## src/rtl/pcm_to_i2s_pkg.sv

```systemverilog
// Framing constants and types shared by pcm_to_i2s and i2s_to_pcm so both directions
// agree on slot/frame geometry.
package pcm_to_i2s_pkg;

   localparam int NUMBER_OF_BITS = 8;
   localparam int SLOT_BITS      = 16;
   localparam int FRAME_BITS     = 2 * SLOT_BITS;
   localparam int CNT_W          = $clog2(FRAME_BITS);
   localparam int POS_W          = (SLOT_BITS > 1) ? $clog2(SLOT_BITS) : 1;
   localparam int IDX_W          = (NUMBER_OF_BITS > 1) ? $clog2(NUMBER_OF_BITS) : 1;

   typedef logic [NUMBER_OF_BITS-1:0] pcm_word_t;

   typedef struct packed {
      pcm_word_t left;
      pcm_word_t right;
   } pcm_pair_t;

endpackage

```

## src/rtl/pcm_to_i2s_frame_counter.sv

```systemverilog
// I2S frame timebase: free-running bit counter with ws, slot position, frame start and
// last-cycle strobe. Kept standalone so the receive path can share the same ws timing.
module i2s_frame_counter
   import pcm_to_i2s_pkg::*;
(
   input  logic             clk,
   input  logic             reset,
   output logic             ws,
   output logic [POS_W-1:0] slot_pos,
   output logic             frame_start,
   output logic             last_cycle
);

   logic [CNT_W-1:0] bit_cnt;

   always_ff @(posedge clk or posedge reset) begin
      if (reset)
         bit_cnt <= '0;
      else if (last_cycle)
         bit_cnt <= '0;
      else
         bit_cnt <= bit_cnt + 1'b1;
   end

   always_comb begin
      ws          = (bit_cnt >= CNT_W'(SLOT_BITS));
      slot_pos    = ws ? POS_W'(bit_cnt - CNT_W'(SLOT_BITS)) : POS_W'(bit_cnt);
      frame_start = (bit_cnt == '0);
      last_cycle  = (bit_cnt == CNT_W'(FRAME_BITS - 1));
   end

endmodule

```

## src/rtl/pcm_to_i2s.sv

```systemverilog
// Transmit-side I2S serializer with a one-deep valid/ready holding buffer.
// Define PCM_TO_I2S_HOLD_LAST_EN to repeat the last pair on underrun instead of sending silence.
module pcm_to_i2s
   import pcm_to_i2s_pkg::*;
(
   input  logic                      clk,
   input  logic                      reset,
   input  logic [NUMBER_OF_BITS-1:0] pcm_left,
   input  logic [NUMBER_OF_BITS-1:0] pcm_right,
   input  logic                      sample_valid,
   output logic                      sample_ready,
   output logic                      sd_out,
   output logic                      ws_out,
   output logic                      frame_start,
   output logic                      underrun
);

`ifdef PCM_TO_I2S_HOLD_LAST_EN
   localparam bit HOLD_LAST = 1'b1;
`else
   localparam bit HOLD_LAST = 1'b0;
`endif

   generate
      if (SLOT_BITS < NUMBER_OF_BITS + 1) begin : g_bad_slot
         $error("SLOT_BITS must be at least NUMBER_OF_BITS+1");
      end
   endgenerate

   logic             ws;
   logic [POS_W-1:0] slot_pos;
   logic             last_cycle;
   pcm_pair_t        hold;
   pcm_pair_t        tx;
   logic             hold_full;
   logic             accept;
   pcm_word_t        cur_word;
   logic [IDX_W-1:0] bit_idx;

   i2s_frame_counter u_frame_counter (
      .clk         (clk),
      .reset       (reset),
      .ws          (ws),
      .slot_pos    (slot_pos),
      .frame_start (frame_start),
      .last_cycle  (last_cycle)
   );

   assign sample_ready = !hold_full;
   assign accept       = sample_valid && !hold_full;
   assign underrun     = last_cycle && !hold_full;
   assign ws_out       = ws;

   // The boundary transfer empties the buffer; an accept in that same cycle is only
   // possible when it was already empty, so the two never collide.
   always_ff @(posedge clk or posedge reset) begin
      if (reset) begin
         hold      <= '0;
         tx        <= '0;
         hold_full <= 1'b0;
      end else begin
         if (last_cycle) begin
            if (hold_full)
               tx <= hold;
            else if (!HOLD_LAST)
               tx <= '0;
         end
         if (last_cycle && hold_full) begin
            hold_full <= 1'b0;
         end else if (accept) begin
            hold.left  <= pcm_left;
            hold.right <= pcm_right;
            hold_full  <= 1'b1;
         end
      end
   end

   // Slot position 0 is the I2S delay bit; positions past the word are zero padding.
   always_comb begin
      cur_word = ws ? tx.right : tx.left;
      bit_idx  = '0;
      sd_out   = 1'b0;
      if (slot_pos != '0 && int'(slot_pos) <= NUMBER_OF_BITS) begin
         bit_idx = IDX_W'(NUMBER_OF_BITS - int'(slot_pos));
         sd_out  = cur_word[bit_idx];
      end
   end

endmodule
```

## config.mk

```make
export PLATFORM = sky130hd
export DESIGN_NAME = pcm_to_i2s
export DESIGN_NICKNAME = d
export VERILOG_FILES = /design/src/rtl/pcm_to_i2s_pkg.sv /design/src/rtl/pcm_to_i2s_frame_counter.sv /design/src/rtl/pcm_to_i2s.sv
export SDC_FILE = /design/constraint.sdc
export NUM_CORES = 1
export LEC_CHECK = 0
export CORE_MARGIN = 10
export CORE_UTILIZATION = 53
export DETAILED_ROUTE_END_ITERATION = 6
export PLACE_DENSITY = 0.78
export SYNTH_ARGS = -nofsm -noshare
export SYNTH_HDL_FRONTEND = slang
export SYNTH_HIERARCHICAL = 1
export SYNTH_SLANG_ARGS = --single-unit
```

## constraint.sdc

```tcl
create_clock -name clk -period 3.6 [get_ports clk]
set_input_delay 0.9 -clock clk [delete_from_list [all_inputs] [get_ports clk]]
set_output_delay 0.9 -clock clk [all_outputs]
set_load 0.005 [all_outputs]
```

# [Yosys cells after proc, flatten, opt, wreduce, memory -nomap -nowiden]
# Index checks and enable logic that the tools add are counted.
[op_classes] n_addsub=3 multipliers=0 div=0 n_lt_le_gt_ge=3 n_eq_ne=1 shifts=0 n_mux=9 bitwise_logic=1 n_reduce_logical=9
[ops] op="16-bit 2-to-1 mux" count=1
[ops] op="8-bit 2-to-1 mux" count=1
[ops] op="5-bit by 1-bit adder with 5-bit output, second input constant" count=1
[ops] op="5-bit equality test, second input constant" count=1
[ops] op="5-bit >= comparator, second input constant" count=1
[ops] op="5-bit logical NOT" count=1
[ops] op="5-bit 2-to-1 mux" count=1
[ops] op="4-bit less-or-equal comparator, second input constant" count=1
[ops] op="1-bit logical AND" count=4
[ops] op="3-bit by 4-bit less-than comparator with 1-bit output, second input constant" count=1
[ops] op="1-bit 2-to-1 mux" count=4
[ops] op="4-bit 2-to-1 mux" count=1
[ops] op="4-bit nonzero test" count=1
[ops] op="4-bit by 1-bit subtractor with 4-bit output, second input constant" count=1
[ops] op="1-bit binary-select mux with 3-bit select" count=1
[ops] op="1-bit by 3-bit subtractor with 3-bit output, first input constant" count=1
[ops] op="2-bit AND reduction" count=1
[ops] op="2-bit nonzero test" count=1
[ops] op="1-bit logical NOT" count=1
[ops] op="1-bit inverter" count=1
[word_totals] register_bits=38 latch_bits=0 ramBits=0 romBits=0 inputBits=19 out_inout_bits=5 wordCells=32 n_memories=0

# [Logic depth before layout (Yosys ltp)]
# Gate-level depths: netlist (run 1).
[logic_depth] word_depth=6 mapped_depth=7 ltp_nobuf=6

# [Modules after synthesis]
# The synthesis (run 1) kept the hierarchy.
[by_module_without_submodules] module="pcm_to_i2s" n_inst=1 cells_per_inst=100 area_each_um2=1406.3 seq_area_each_um2=825.8
[by_module_without_submodules] module="i2s_frame_counter" n_inst=1 cells_per_inst=25 area_each_um2=270.3 seq_area_each_um2=125.1

# [Least setup slack after synthesis (run 1)]
# No wires, ideal clock.
[synth_timing] path_type="flip-flop to output port" from="register u_frame_counter.bit_cnt[0]" to="output port sd_out" arrival_time_ps=2067 required_ps=2700 path_slack_ps=633 stages_incl_launch_ff=8 path_buffers=1 path_cell_list="dfrtp_1 buf_4 inv_1 ha_1 mux4_1 mux2i_1 nor3_1 or3_1"
[synth_between] elab_chain_cells=6 word_cells_on_any_way=11 classes_between="2 x add/sub; 2 x order compare; 5 x mux; 2 x reduce/logical"
[synth_lines] item="from (decl)" line_no="pcm_to_i2s_frame_counter.sv:14" rtl="logic [CNT_W-1:0] bit_cnt;"
[synth_lines] item="from (signal assigned)" line_no="pcm_to_i2s_frame_counter.sv:22" rtl="bit_cnt <= bit_cnt + 1'b1;"
[synth_lines] item="4-bit by 1-bit subtractor with 4-bit output or 5-bit >= comparator (tied branches)" line_no="pcm_to_i2s_frame_counter.sv:27, pcm_to_i2s_frame_counter.sv:26"
[synth_lines] item="4-bit 2-to-1 mux (*)" line_no="pcm_to_i2s_frame_counter.sv:27" rtl="slot_pos = ws ? POS_W'(bit_cnt - CNT_W'(SLOT_BITS)) : POS_W'(bit_cnt);"
[synth_lines] item="named net slot_pos[0]" line_no="pcm_to_i2s.sv:31" rtl="logic [POS_W-1:0] slot_pos;"
[synth_lines] item="1-bit by 3-bit subtractor with 3-bit output" line_no="pcm_to_i2s.sv:84" rtl="bit_idx = IDX_W'(NUMBER_OF_BITS - int'(slot_pos));"
[synth_lines] item="1-bit binary-select mux with 3-bit select" line_no="pcm_to_i2s.sv:85" rtl="sd_out = cur_word[bit_idx];"
[synth_lines] item="1-bit 2-to-1 mux (not written as such)" line_no="pcm_to_i2s.sv:85"
[synth_lines] item="1-bit 2-to-1 mux (*)" line_no="pcm_to_i2s.sv:83" rtl="if (slot_pos != '0 && int'(slot_pos) <= NUMBER_OF_BITS) begin"
[synth_lines] item="to (decl)" line_no="pcm_to_i2s.sv:12" rtl="output logic sd_out,"
# The timed path passes the listed nets; every way through them passes the cells marked *. The select of a mux whose other input is x is not followed.

# [Worst setup path in the final report (run 1)]
[layout_timing] from="register u_frame_counter.bit_cnt[0]" to="output port sd_out"
[layout_between] elab_chain_cells=6 word_cells_on_any_way=11 classes_between="2 x add/sub; 2 x order compare; 5 x mux; 2 x reduce/logical"
[layout_lines] item="4-bit by 1-bit subtractor with 4-bit output or 5-bit >= comparator (tied branches)" line_no="pcm_to_i2s_frame_counter.sv:27, pcm_to_i2s_frame_counter.sv:26"
[layout_lines] item="4-bit 2-to-1 mux" line_no="pcm_to_i2s_frame_counter.sv:27"
[layout_lines] item="1-bit by 3-bit subtractor with 3-bit output" line_no="pcm_to_i2s.sv:84"
[layout_lines] item="1-bit binary-select mux with 3-bit select" line_no="pcm_to_i2s.sv:85"
[layout_lines] item="1-bit 2-to-1 mux (not written as such)" line_no="pcm_to_i2s.sv:85"
[layout_lines] item="1-bit 2-to-1 mux (*)" line_no="pcm_to_i2s.sv:83"
# Every way passes the cells marked *; elsewhere a longest branch is shown, timed or not. The select of a mux whose other input is x is not followed.

==> metrics.log, run 1 <==
INFO  metric status = complete, no violations
INFO  metric htree_levels = 2
INFO  metric netlist_area = 0.00168 sq mm
INFO  metric max-clock-path-buffers = 2
INFO  metric timing_max_transition_violations_final = 0
INFO  metric drive_gt1_frac = 0.131
INFO  metric data_required_time_at_the_worst_endpoint = 2700 ps
INFO  metric pin_count = 24
INFO  metric fp.dieArea = 0.00581 sq mm
INFO  metric post_synth_net_total = 148
INFO  metric crit_path_start_kind = flop
INFO  metric relSlewSlack = 0.632
INFO  metric cts_inserted_buffers = 5
INFO  metric placeableCoreArea = around 0.0031 sq mm
INFO  metric grt_start_max_net_pins = 34
INFO  metric maxCapViolCount = 0
INFO  metric die_height = between 70 and 80 microns
INFO  metric vdd.ir_drop.worst = 0.000367 V
INFO  metric clock_tree_from_tritoncts = yes
INFO  metric synth.avg_cell_area = 13.4 sq um
INFO  metric finClkSkew = 4.02 ps
INFO  metric maximum_fanout_along_the_worst_path = 4
INFO  metric root_buffer = sky130_fd_sc_hd__clkbuf_4
INFO  metric groute.usage.overall = 0.112
INFO  metric critPathArrivalTime = approximately 2600 ps
INFO  metric detail_route.wl_per_cell = 16.0 microns
INFO  metric hold_path_class = flop to flop
INFO  metric area_of_the_multi_input_gates = 658 sq um
INFO  metric fill_cells = about 250
INFO  metric place_hpwl = 2260 microns
INFO  metric timing_hold_violations_final = 0
INFO  metric worstSetupEndpointType = primary output
INFO  metric final_nets = between 150 and 200
INFO  metric gr-total-overflow = 0
INFO  metric postRouteAntennaNets = 0
INFO  metric synth-seq-cells = 38
INFO  metric clock_insertion_delay_worst_skew = between 300 and 400 ps
INFO  metric setup_slack = roughly 140 ps
INFO  metric remaining_drc_errors = 0
INFO  metric setup_total_negative_slack = 0 ps
INFO  metric route.final.wire_length = approximately 3100 microns
INFO  metric io_buffer_count = 23
INFO  metric cell_variety_after_synth = 27
INFO  metric via_per_inst = 5.36
INFO  metric max_slew.worst_pin.slew = between 500 and 600 ps
INFO  metric syn_to_final_growth = 21.2%
INFO  metric chipWidth = 76.2 microns
INFO  metric antenna_found_initial = 0
INFO  metric yosys_warnings = 6
INFO  metric grt_pass1_vias = 1129
INFO  metric most-common-layout-cells = sky130_fd_sc_hd__dfrtp_1 (38), sky130_fd_sc_hd__clkdlybuf4s50_1 (22), sky130_fd_sc_hd__mux2_1 (16)
INFO  metric clock_sinks = 38
INFO  metric timing.fmax = 289 MHz
INFO  metric global_route_wire_length_before_repair = 5270 microns
INFO  metric detailedRoute.firstIterationViolations = 74
INFO  metric period_minus_slack = about 3500 ps
INFO  metric mostFrequentLayoutCell = sky130_fd_sc_hd__dfrtp_1
INFO  metric layout.area.seq = 951 sq um
INFO  metric initial_util = 0.549
INFO  metric gp_weighted_congestion = between 0.8 and 0.9
INFO  metric rsz0062_at_grt = false
INFO  metric first_pass_iters = 4
INFO  metric rows = 20
INFO  metric worstSetupPathType = flop to primary output
INFO  metric final_min_period_over_clock_period = 0.961
INFO  metric routed-via-count = 1056
INFO  metric clock_transition_at_the_register_clock_pins_on_the_worst_setup_and_hold_paths_after_cts = 110 ps
INFO  metric p_leak = 0.894 nW
INFO  metric dp_slack = 133 ps
INFO  metric syn-instance-count = approximately 130
INFO  metric power_per_cell_area = 550 mW/mm^2
INFO  metric timing.final.setup_violations = 0
INFO  metric fraction_of_the_yosys_area_taken_by_sequential_cells = 0.567
INFO  metric antenna-diode-count = 0
==> logic make-up (layout without fill, tap and decap cells) <==
family / after synthesis / in the layout / synth area share
flops: 38 / 38 / 0.567
simple gates: 25 / 25 / 0.0717
mux: 22 / 22 / 0.185
compound gates: 18 / 18 / 0.0933
buf+inv: 17 / 45 / 0.0478
fa+ha+maj: 4 / 4 / 0.0299
xor+xnor: 1 / 1 / 0.00522
==> Yosys cell counts <==
cell | instances | share of area
sky130_fd_sc_hd__nand2_1 | 11 | 0.025
sky130_fd_sc_hd__a22o_1 | 9 | 0.047
sky130_fd_sc_hd__nand3_1 | 1 | 0.0030
sky130_fd_sc_hd__inv_2 | 2 | 0.0045
sky130_fd_sc_hd__mux2_1 | 16 | 0.11
sky130_fd_sc_hd__or3_1 | 1 | 0.0037
sky130_fd_sc_hd__dfrtp_1 | 38 | 0.57
sky130_fd_sc_hd__buf_4 | 4 | 0.018
sky130_fd_sc_hd__and3_1 | 1 | 0.0037
sky130_fd_sc_hd__clkbuf_1 | 3 | 0.0067
sky130_fd_sc_hd__xnor2_1 | 1 | 0.0052
sky130_fd_sc_hd__a221oi_1 | 1 | 0.0052
sky130_fd_sc_hd__mux4_1 | 4 | 0.063
sky130_fd_sc_hd__mux2i_1 | 1 | 0.0060
sky130_fd_sc_hd__or2_2 | 1 | 0.0037
sky130_fd_sc_hd__buf_2 | 1 | 0.0030
sky130_fd_sc_hd__nor3_1 | 1 | 0.0030
sky130_fd_sc_hd__inv_1 | 6 | 0.013
sky130_fd_sc_hd__ha_1 | 4 | 0.030
sky130_fd_sc_hd__and2b_1 | 1 | 0.0045
sky130_fd_sc_hd__mux2_4 | 1 | 0.0090
sky130_fd_sc_hd__nor2b_1 | 1 | 0.0037
sky130_fd_sc_hd__nor2_1 | 5 | 0.011
sky130_fd_sc_hd__o2bb2ai_1 | 7 | 0.037
sky130_fd_sc_hd__nor4b_1 | 2 | 0.010
sky130_fd_sc_hd__a21o_1 | 1 | 0.0045
sky130_fd_sc_hd__buf_1 | 1 | 0.0022
==> through the flow <==
step	util	power [mW]	instances	area, sq um	hold slack [ps]
floorplan	-	0.806	125	1680	447
global placement	0.636	0.878	187	1940	470
detailed placement	0.636	0.898	187	1940	472
CTS	0.666	1.13	197	2030	502
global route	0.666	1.19	197	2030	524
finish	0.666	1.12	197	2030	499
==> worst paths after layout <==
kind | start | end | slack [ps] | cells after the start
setup / recovery | u_frame_counter/bit_cnt[0]$_DFF_PP0_ | sd_out | 140 | 7
setup reg to reg | u_frame_counter/bit_cnt[0]$_DFF_PP0_ | tx[13]$_DFFE_PP0P_ | 1550 | 7
max in group asynchronous | reset | hold[1]$_DFFE_PP0P_ | 2330 | 3
hold reg to reg | hold[5]$_DFFE_PP0P_ | hold[5]$_DFFE_PP0P_ | 500 | 1
min in group asynchronous | reset | u_frame_counter/bit_cnt[1]$_DFF_PP0_ | 790 | 2
hold / removal | hold[5]$_DFFE_PP0P_ | hold[5]$_DFFE_PP0P_ | 500 | 1
==> layout make-up <==
type,instances,share of cell area
Sequential cell,38,0.468
Clock buffer,6,0.0252
Multi-Input combinational cell,70,0.324
Clock inverter,2,0.00616
Inverter,8,0.0148
Tap cell,44,0.0271
Timing Repair Buffer,29,0.135
==> where the power goes <==
part / leakage [nW] / internal [mW] / switching, mW
clock network: 0.0343 / 0.0939 / 0.141
logic: 0.411 / 0.154 / 0.0691
registers: 0.450 / 0.575 / 0.0846
==> sequential cells by signal, indices dropped and copies added, names as in the netlist <==
signal,count
hold,16
tx,16
u_frame_counter/bit_cnt,5
hold_full,1
==> layer usage <==
layer | up-vias | wire length [microns] | global-route usage
met1 | 522 | 1390 | 0.131
met4 | 0 | 59 | 0.0390
met2 | 25 | 1580 | 0.185
met5 | - | 0 | 0
li1 | 501 | - | -
met3 | 8 | 110 | 0.0401
==> critical path: stages (launching register included) <==
cell and delay, ps:
sky130_fd_sc_hd__dfrtp_1 410, sky130_fd_sc_hd__inv_2 80, sky130_fd_sc_hd__ha_4 290, sky130_fd_sc_hd__mux4_1 540, sky130_fd_sc_hd__mux2i_1 200, sky130_fd_sc_hd__nor3_1 70, sky130_fd_sc_hd__or3_1 360, sky130_fd_sc_hd__dlygate4sd2_1 270
==> timing repair <==
item	CTS	global route
hold buffers	0	0
hold endpoints to repair	0	0
resized for setup	3	0
buffers inserted	2	0
endpoints found under the setup margin	1	0
(Power assumes the default switching activity.)
==> run 2, diff against run 1 <==
--- a/config.mk
+++ b/config.mk
@@ -5,7 +5,7 @@
 export SDC_FILE = /design/constraint.sdc
 export NUM_CORES = 1
 export LEC_CHECK = 0
-export CORE_MARGIN = 10
+export CORE_MARGIN = 3
 export CORE_UTILIZATION = 53
 export DETAILED_ROUTE_END_ITERATION = 6
 export PLACE_DENSITY = 0.78
==> run 2 against run 1 <==
  * Routed wire length shrank 13%
  * Critical path depth unchanged
  * Combinational power barely moved
==> metrics.log, run 2 (synthesized netlist as in run 1, its figures left out) <==
INFO  metric pin_count = 24 (unchanged)
INFO  metric critPathArrivalTime = 2440 ps (was 2560 ps)
INFO  metric cts_hold_repair.buffers = 0 (unchanged)
INFO  metric slowest_stage = sky130_fd_sc_hd__mux4_1 (unchanged)
INFO  metric via_per_inst = 5.19 (was 5.36)
INFO  metric cpPeakStageDelay = 540 ps (about the same)
INFO  metric setup_total_negative_slack = 0 ps (unchanged)
INFO  metric cp_top_family = multiplexers (unchanged)
INFO  metric max_slew.worst_pin.slew = 496 ps (was 549 ps)
INFO  metric antenna_found_initial = 0 (unchanged)
INFO  metric io_buffer_count = 23 (unchanged)
INFO  metric r2r_setup_slack = 1640 ps (was 1550 ps)
INFO  metric largestRegisters = hold: 16 flops, tx: 16 flops, u_frame_counter/bit_cnt: 5 flops (unchanged)
INFO  metric final_nets = 176 (was 175)
INFO  metric data_required_time_at_the_worst_endpoint = 2700 ps (about the same)
INFO  metric gr-total-overflow = 0 (unchanged)
INFO  metric groute.usage.overall = 0.165 (was 0.112)
INFO  metric timing.final.setup_violations = 0 (unchanged)
INFO  metric syn_to_final_growth = 24.3% (was 21.2%)
INFO  metric p_leak = 0.929 nW (was 0.894 nW)
INFO  metric cp_cell_sequence = inv_2 -> ha_4 -> mux4_1 -> mux2i_1 -> nor3_1 -> or3_1 -> dlymetal6s2s_1 (was inv_2 -> ha_4 -> mux4_1 -> mux2i_1 -> nor3_1 -> or3_1 -> dlygate4sd2_1)
INFO  metric place_hpwl = 1940 microns (was 2260 microns)
INFO  metric most-common-layout-cells = sky130_fd_sc_hd__dfrtp_1 (38), sky130_fd_sc_hd__clkdlybuf4s50_1 (22), sky130_fd_sc_hd__mux2_1 (16) (unchanged)
INFO  metric period_minus_slack = 3340 ps (was 3460 ps)
INFO  metric cts_inserted_buffers = 5 (unchanged)
INFO  metric route.final.wire_length = 2730 microns (was 3140 microns)
INFO  metric relSlewSlack = 0.668 (was 0.632)
INFO  metric global_route_wire_length_before_repair = 4930 microns (was 5270 microns)
INFO  metric ff2ff_path_depth = 7 (unchanged)
INFO  metric crit_path_start_kind = flop (unchanged)
INFO  metric final_std_cell_area_no_fill = 0.00208 sq mm (was 0.00203 sq mm)
INFO  metric fp.dieArea = 0.00387 sq mm (was 0.00581 sq mm)
INFO  metric vdd.ir_drop.worst = 0.000379 V (was 0.000367 V)
INFO  metric number_of_buffer_and_inverter_instances_along_the_worst_setup_path = 2 (unchanged)
INFO  metric grt_start_max_net_pins = 34 (unchanged)
INFO  metric power_per_cell_area = 594 mW/mm^2 (was 550 mW/mm^2)
INFO  metric sum_of_internal_switching_and_leakage_power = 1.24 mW (was 1.12 mW)
INFO  metric hold_path_class = flop to flop (unchanged)
INFO  metric max-clock-path-buffers = 2 (unchanged)
INFO  metric timing_hold_violations_final = 0 (unchanged)
INFO  metric worstSetupPathType = flop to primary output (unchanged)
INFO  metric timing.fmax = 299 MHz (was 289 MHz)
INFO  metric detailedRoute.firstIterationViolations = 52 (was 74)
INFO  metric routed-via-count = 1018 (was 1056)
INFO  metric clock_sinks = 38 (unchanged)
INFO  metric mostFrequentLayoutCell = sky130_fd_sc_hd__dfrtp_1 (unchanged)
INFO  metric placeableCoreArea = 0.00288 sq mm (was 0.00305 sq mm)
INFO  metric rows = 19 (was 20)
INFO  metric clock_tree_from_tritoncts = yes (unchanged)
INFO  metric remaining_drc_errors = 0 (unchanged)
INFO  metric detail_route.wl_per_cell = 13.9 microns (was 16.0 microns)
INFO  metric htree_levels = 2 (unchanged)
INFO  metric initial_util = 0.583 (was 0.549)
INFO  metric postRouteAntennaNets = 0 (unchanged)
INFO  metric antenna-diode-count = 0 (unchanged)
INFO  metric crit_cells = 7 (unchanged)
INFO  metric maximum_fanout_along_the_worst_path = 3 (was 4)
INFO  metric placedInstanceArea = 0.00194 sq mm (about the same)
INFO  metric grt_pass1_vias = 1064 (was 1129)
INFO  metric drive_gt1_frac = 0.136 (was 0.131)
INFO  metric clock_transition_at_the_register_clock_pins_on_the_worst_setup_and_hold_paths_after_cts = 120 ps (was 110 ps)
INFO  metric finClkSkew = 9.30 ps (was 4.02 ps)
INFO  metric root_buffer = sky130_fd_sc_hd__clkbuf_4 (unchanged)
INFO  metric status = complete, no violations (unchanged)
INFO  metric die_height = 62.2 microns (was 76.2 microns)
INFO  metric rsz0062_at_grt = false (unchanged)
INFO  metric chipWidth = 62.2 microns (was 76.2 microns)
INFO  metric gp_weighted_congestion = 0.882 (was 0.848)
INFO  metric first_pass_iters = 4 (unchanged)
INFO  metric timing_max_transition_violations_final = 0 (unchanged)
INFO  metric clock_insertion_delay_worst_skew = 340 ps (about the same)
INFO  metric maxCapViolCount = 0 (unchanged)
INFO  metric final_min_period_over_clock_period = 0.928 (was 0.961)
INFO  metric worstSetupEndpointType = primary output (unchanged)
INFO  metric hold-path-cell-count = 1 (unchanged)
-- run 2: layout make-up --
| type | count | area, sq um |
|---|---|---|
| sequential | 38 | 951 |
| fill | 196 | 793 |
| multi-input combinational | 70 | 658 |
| timing repair buffer | 30 | 285 |
| clock inverter | 3 | 68.8 |
| tap | 42 | 52.6 |
| clock buffer | 5 | 37.5 |
| inverter | 8 | 30.0 |
-- run 2: worst paths after layout --
kind	from	to
setup / recovery	u_frame_counter/bit_cnt[0]$_DFF_PP0_	sd_out
hold / removal	hold[11]$_DFFE_PP0P_	tx[11]$_DFFE_PP0P_
setup reg to reg	u_frame_counter/bit_cnt[0]$_DFF_PP0_	tx[15]$_DFFE_PP0P_
hold reg to reg	hold[11]$_DFFE_PP0P_	tx[11]$_DFFE_PP0P_
max in group asynchronous	reset	tx[7]$_DFFE_PP0P_
min in group asynchronous	reset	u_frame_counter/bit_cnt[3]$_DFF_PP0_
-- run 2: where the power goes --
group,internal [mW],total [mW],leakage (nW),switching [mW]
sequential,0.575,0.657,0.450,0.0820
clock,0.217,0.358,0.0554,0.141
combinational,0.155,0.222,0.423,0.0666
-- run 2: repair_timing --
| action | CTS | global route |
|---|---|---|
| endpoints found under the setup margin | 1 | 1 |
| resized for setup | 2 | 1 |
| buffers inserted | 3 | 0 |
| pin swaps | 1 | 1 |
-- run 2: routing by layer --
layer	routed length, microns	global-route usage	share of wire	up-vias
li1	-	-	-	504
met1	1180	0.195	0.43	482
met2	1330	0.263	0.49	28
met3	174	0.0631	0.064	4
met4	42	0.0801	0.015	0
met5	0	0	0	-
-- run 2: metrics by stage --
step	utilization	hold slack, ps	worst slack [ps]	cells
after floorplan	-	447	633	125
after detailed placement	0.674	473	169	185
after global routing	0.724	516	176	196
after global placement	0.674	470	205	185
after CTS	0.723	502	11.1	196
final	0.724	499	261	196
